$ cat src/rtl/vga_timing_gen.sv
// Parameterised VGA raster timing generator with a pixel-request port and a matched output delay line.
// Define VGA_TESTPAT_EN to add the testpat_en input and an 8-bar colour test pattern.
module vga_timing_gen #(
   parameter int CW       = 4,
   parameter int H_SYNC   = 152,
   parameter int H_BP     = 232,
   parameter int H_ACTIVE = 1440,
   parameter int H_FP     = 80,
   parameter int V_SYNC   = 3,
   parameter int V_BP     = 28,
   parameter int V_ACTIVE = 900,
   parameter int V_FP     = 1,
   parameter int H_POL    = 0,
   parameter int V_POL    = 0,
   parameter int PIPE_LAT = 0,
   parameter int XW       = 11,
   parameter int YW       = 10
) (
   input  logic          clk,
   input  logic          rst,
   input  logic [CW-1:0] r_in,
   input  logic [CW-1:0] g_in,
   input  logic [CW-1:0] b_in,
   output logic [XW-1:0] curr_x,
   output logic [YW-1:0] curr_y,
   output logic          req,
   output logic [CW-1:0] pix_r,
   output logic [CW-1:0] pix_g,
   output logic [CW-1:0] pix_b,
   output logic          hsync,
   output logic          vsync,
   output logic          de,
   output logic          line_start,
   output logic          frame_start
`ifdef VGA_TESTPAT_EN
   ,
   input  logic          testpat_en
`endif
);

   localparam int H_TOTAL = H_SYNC + H_BP + H_ACTIVE + H_FP;
   localparam int V_TOTAL = V_SYNC + V_BP + V_ACTIVE + V_FP;

   localparam logic [XW-1:0] H_LAST     = XW'(H_TOTAL - 1);
   localparam logic [XW-1:0] H_SYNC_END = XW'(H_SYNC);
   localparam logic [XW-1:0] H_ACT_BEG  = XW'(H_SYNC + H_BP);
   localparam logic [XW-1:0] H_ACT_END  = XW'(H_SYNC + H_BP + H_ACTIVE);
   localparam logic [YW-1:0] V_LAST     = YW'(V_TOTAL - 1);
   localparam logic [YW-1:0] V_SYNC_END = YW'(V_SYNC);
   localparam logic [YW-1:0] V_ACT_BEG  = YW'(V_SYNC + V_BP);
   localparam logic [YW-1:0] V_ACT_END  = YW'(V_SYNC + V_BP + V_ACTIVE);

   localparam logic HP = (H_POL != 0);
   localparam logic VP = (V_POL != 0);

   // Bit positions inside each delay-line stage
   localparam int B_HS = 4;
   localparam int B_VS = 3;
   localparam int B_DE = 2;
   localparam int B_LS = 1;
   localparam int B_FS = 0;

   logic [XW-1:0] r_hcount;
   logic [YW-1:0] r_vcount;
   logic          w_h_act;
   logic          w_v_act;
   logic          w_active;
   logic [4:0]    w_ctl;
   logic [4:0]    r_dly [PIPE_LAT+1];
   logic [4:0]    w_out;
   logic          w_de_tap;
   logic [CW-1:0] w_col_r;
   logic [CW-1:0] w_col_g;
   logic [CW-1:0] w_col_b;

   always_ff @(posedge clk) begin
      if (rst) begin
         r_hcount <= '0;
         r_vcount <= '0;
      end else if (r_hcount == H_LAST) begin
         r_hcount <= '0;
         r_vcount <= (r_vcount == V_LAST) ? '0 : r_vcount + 1'b1;
      end else begin
         r_hcount <= r_hcount + 1'b1;
      end
   end

   assign w_h_act  = (r_hcount >= H_ACT_BEG) && (r_hcount < H_ACT_END);
   assign w_v_act  = (r_vcount >= V_ACT_BEG) && (r_vcount < V_ACT_END);
   assign w_active = w_h_act && w_v_act;

   assign req    = w_active;
   assign curr_x = w_active ? (r_hcount - H_ACT_BEG) : '0;
   assign curr_y = w_active ? (r_vcount - V_ACT_BEG) : '0;

   assign w_ctl = {r_hcount < H_SYNC_END,
                   r_vcount < V_SYNC_END,
                   w_active,
                   r_hcount == '0,
                   (r_hcount == '0) && (r_vcount == '0)};

   always_ff @(posedge clk) begin
      if (rst) begin
         for (int i = 0; i <= PIPE_LAT; i++) r_dly[i] <= '0;
      end else begin
         r_dly[0] <= w_ctl;
         for (int i = 1; i <= PIPE_LAT; i++) r_dly[i] <= r_dly[i-1];
      end
   end

   // The colour register samples alongside the last delay stage, so it is gated by the stage before it
   generate
      if (PIPE_LAT == 0) begin : g_tap0
         assign w_de_tap = w_active;
      end else begin : g_tapn
         assign w_de_tap = r_dly[PIPE_LAT-1][B_DE];
      end
   endgenerate

`ifdef VGA_TESTPAT_EN
   logic [XW-1:0] w_x_tap;
   logic [XW+2:0] w_scaled;
   logic [2:0]    w_bar;

   generate
      if (PIPE_LAT == 0) begin : g_x0
         assign w_x_tap = curr_x;
      end else begin : g_xn
         logic [XW-1:0] r_xdly [PIPE_LAT];
         always_ff @(posedge clk) begin
            if (rst) begin
               for (int i = 0; i < PIPE_LAT; i++) r_xdly[i] <= '0;
            end else begin
               r_xdly[0] <= curr_x;
               for (int i = 1; i < PIPE_LAT; i++) r_xdly[i] <= r_xdly[i-1];
            end
         end
         assign w_x_tap = r_xdly[PIPE_LAT-1];
      end
   endgenerate

   // Bar index = floor(8*x / H_ACTIVE), giving eight equal-width columns
   assign w_scaled = {w_x_tap, 3'b000};
   assign w_bar    = 3'(w_scaled / (XW+3)'(H_ACTIVE));

   assign w_col_r = testpat_en ? {CW{w_bar[2]}} : r_in;
   assign w_col_g = testpat_en ? {CW{w_bar[1]}} : g_in;
   assign w_col_b = testpat_en ? {CW{w_bar[0]}} : b_in;
`else
   assign w_col_r = r_in;
   assign w_col_g = g_in;
   assign w_col_b = b_in;
`endif

   always_ff @(posedge clk) begin
      if (rst) begin
         pix_r <= '0;
         pix_g <= '0;
         pix_b <= '0;
      end else if (w_de_tap) begin
         pix_r <= w_col_r;
         pix_g <= w_col_g;
         pix_b <= w_col_b;
      end else begin
         pix_r <= '0;
         pix_g <= '0;
         pix_b <= '0;
      end
   end

   assign w_out       = r_dly[PIPE_LAT];
   assign hsync       = w_out[B_HS] ? HP : ~HP;
   assign vsync       = w_out[B_VS] ? VP : ~VP;
   assign de          = w_out[B_DE];
   assign line_start  = w_out[B_LS];
   assign frame_start = w_out[B_FS];

endmodule

$ cat config.mk
export PLATFORM = sky130hd
export DESIGN_NAME = vga_timing_gen
export DESIGN_NICKNAME = d
export VERILOG_FILES = /design/src/rtl/vga_timing_gen.sv
export SDC_FILE = /design/constraint.sdc
export NUM_CORES = 1
export LEC_CHECK = 0
export ABC_AREA = 1
export BUFFER_PORTS_ARGS = -buffer_cell sky130_fd_sc_hd__buf_2
export CAP_MARGIN = 15
export CELL_PAD_IN_SITES_DETAIL_PLACEMENT = 0
export CELL_PAD_IN_SITES_GLOBAL_PLACEMENT = 1
export CORE_MARGIN = 2
export CORE_UTILIZATION = 41
export CTS_BUF_LIST = sky130_fd_sc_hd__clkbuf_4 sky130_fd_sc_hd__clkbuf_8
export CTS_CLUSTER_DIAMETER = 150
export DETAILED_ROUTE_END_ITERATION = 10
export PLACE_DENSITY = 0.95
export SYNTH_ARGS = -nofsm -noshare
export SYNTH_HDL_FRONTEND = slang
export SYNTH_SLANG_ARGS = --single-unit
$ cat constraint.sdc
create_clock -name clk -period 3.03 [get_ports clk]
set_input_delay 0.606 -clock clk [delete_from_list [all_inputs] [get_ports clk]]
set_output_delay 0.606 -clock clk [all_outputs]
set_load 0.005 [all_outputs]
==> implementation parameters <==
Parameter                              Value

Run status
  Run status ... finished clean

Setup path
  CP Max Fanout ... 22
  Cell count of the worst reg-to-reg path ... 8
  Worst Setup Start Kind ... flip-flop
  Crit Reg-Reg Endpoint ... r_vcount[8]
  Crit path capture type ... output port
  Crit path required time ... 2.42 ns
  Data arrival time of the worst path ... 2.05 ns
  Setup slack, reg-to-reg ... 1.02 ns
  Startpoint of the worst-slack reg-to-reg timing path ... r_hcount[0]
  Kind of critical path ... flip-flop to output port

CTS
  Count of hold-fix buffers inserted at cts ... 0
  Buffer levels on the longest clock path ... 2
  Count of clock tree sinks ... 38
  Setup Buffers After CTS ... 0
  H-tree Lvls ... 2
  Number of clock buffers inserted by TritonCTS ... 5
  Clock latency on the worst-skew pair ... 0.28 ns
  Clock transition at the register clock pins on the worst setup and hold paths after CTS ... 0.08 ns
  Clock tree from TritonCTS ... built
  Post_cts resized ... 0
  Clock tree root buffer cell ... clkbuf_8

Final layout
  Area Overhead vs Synth ... 20.5%
  Layout Nets ... between 300 and 400
  Fraction of layout cells with a size suffix above 1 ... 25.0%
  Register area ... 762 µm²
  Number of inserted diodes ... 0
  Area of the multi-input gates ... approximately 990 µm²
  Final design instance area without fill ... 0.00240 mm²
  Post-layout utilization of the core ... 51.2%
  Fill cell count ... 472

Place
  Total of buffers placed on input and output ports ... 52
  GP Congestion ... 0.850
  Cell area reported after detailed placement ... 0.00226 mm²
  HPWL after DPL ... 3280 µm
  Post-Place Setup Slack ... 0.526 ns

Route
  Vias per cell ... approximately 4.7
  1st-iter DRT viols ... between 100 and 150
  Pre-Repair DR Iteration Count ... 4
  Total number of vias ... 1844
  Detailed-route DRC error count ... 0
  Highest signal layer in the routed design ... met4
  Met2 Routed Length ... a little over 2000 µm
  Total detailed-routing wirelength ... around 4400 µm
  Detailed-route wire length on metal 1 ... 2110 µm
  Number of routed nets with antenna violations ... 0
  Met3 routed WL ... 181 µm
  Post-DR wirelength/cell ... 11.0 µm

Timing
  Fin Clk Skew ... 0.00337 ns
  Fmax ... 0.376 GHz
  Count of final hold-check violations ... 0
  Final setup fails ... 0
  RSZ-0062 raised after global routing ... no
  Period Utilization, post-route ... 87.8%
  Final setup margin ... approximately 0.37 ns
  Final Max Tran Viols ... 0
  Setup tns final ... 0 ns
  Relative slew slack ... 59.1%
  Clock period minus worst slack ... 2.66 ns
  Transition time at the pin with the least slew margin ... just over 0.6 ns

Die
  Die extent in x ... approximately 74 µm
  Die Y ... 73.7 µm
  Top-Level Pins ... 53
  Area of the core ... 0.00469 mm²
  # rows ... 25
  Die area ... 0.00544 mm²
  Effective utilization at floorplan ... 42.5%

Pwr
  Total power ... 1.07 mW
  Power density normalized to cell area ... 445 mW/mm²
  IR Drop Worst-Case VDD ... 0.213 mV
  Cell leakage power ... 1.27 nW

Worst hold path
  Hold path startpoint ... r_hcount[0]
  Endpoint of the worst hold-timing path ... r_hcount[0]
  Worst hold-check path type ... flip-flop to flip-flop
  Hold Path Depth ... 1

Synth
  Yosys warnings ... 0
  Post-synth EDFFs ... 0
  Syn Nets ... 308
  Mapped Avg Cell Area ... 6.95 µm²
  Flop and latch count out of synthesis ... 38
  Prevailing post-synth register cell ... dfxtp_1
  Unique cell type count in the Yosys netlist ... 23
  Post-synthesis instance total ... 287
  Register area share after synthesis ... 38.1%
  Post-Syn Area ... 0.00199 mm²
  Fraction of registers with async set/reset ... 0%

GRT
  Global route overflow ... 0
  Global routing usage summed across all routing layers ... ~17%
  Initial antenna violation count ... 0
  Pin count of the biggest net entering global routing ... 23
  Wire length of the first global-routing pass ... 6980 µm
  Number of global-route vias before repair ... 1596

Job
  Number of max-cap violations ... 0
final cells by class:
type	count	share of cell area, %
clock inverter	3	2.86
timing repair buffer	52	10.8
sequential	38	31.7
inverter	50	7.81
tap	54	2.81
clock buffer	5	2.86
multi-input combinational	192	41.1
stage by stage:
step / hold WS, ns / instances
after floorplan: 0.430 / 287
after global placement: 0.446 / 386
after detailed placement: 0.464 / 386
after CTS: 0.482 / 394
after global routing: 0.499 / 394
final: 0.477 / 394
cell usage after synthesis (all sizes together) (4+ instances only):
master / number / share of area [%]
nor2: 73 / 16
inv: 50 / 9.4
nand2: 48 / 9.5
dfxtp: 38 / 38
nand3: 24 / 7.0
a21oi: 11 / 2.8
xor2: 9 / 4.0
buf: 7 / 2.9
ha: 7 / 4.4
nor3: 7 / 1.8
o21ai: 5 / 1.4
nand4: 4 / 1.3
layer usage:
metal  up-vias  GRT usage (%)
met1       818           21.9
met4         0           5.66
li1        982              -
met3         2           3.29
met5         -              0
met2        42           26.9
sequential cells by signal, summed over array words and instances (netlist names):
name	cells
r_hcount	11
r_vcount	10
r_dly	5
pix_b	4
pix_g	4
pix_r	4
critical path: stages, from the launching register on:
cell and delay [ns]:
dfxtp_2 0.46, inv_1 0.09, ha_1 0.20, nand3_1 0.08, nor2_1 0.04, nor2_1 0.08
nand2_1 0.09, nor2_4 0.13, nand2_2 0.27, nor2_1 0.20, buf_2 0.14
power breakdown:
part	leakage, nW	switching, mW	total, mW	internal (mW)
Combinational	0.897	0.0228	0.0397	0.0168
Sequential	0.308	0.00442	0.511	0.506
Clock	0.0683	0.189	0.519	0.330
Total	1.27	0.216	1.07	0.853
placed cells by master, fill, tap and decap left out, drive strengths merged:
cell and count:
nor2 73, buf 52, inv 50, nand2 48
dfxtp 38, nand3 24, a21oi 11, xor2 9
nor3 7, ha 7, clkbuf 5, o21ai 5
nand4 4, o22ai 2, nor4 2, bufinv 2
clkinv 1
worst max-delay path by stage:
stage	start	end	slack [ns]	cells after the start
after floorplan	r_hcount[7]	curr_x[9]	0.94	11
after global placement	r_hcount[7]	curr_x[4]	0.56	10
after detailed placement	r_hcount[7]	curr_x[0]	0.53	10
after CTS	r_hcount[7]	curr_x[0]	0.19	10
after global routing	r_hcount[7]	curr_x[9]	0.12	10
final	r_hcount[7]	curr_x[3]	0.37	10
logic make-up (layout without fill, tap and decap cells):
logic type	after synthesis	in the layout	share of synthesized area, %
and+or+nand+nor	158	158	36.3
buffers and inverters	57	110	12.4
DFF	38	38	38.1
xor gates and xnor gates	9	9	3.95
AOI/OAI and AO/OA	18	18	4.83
adders and majority gates	7	7	4.39
Power figures use the tool's default switching activity.
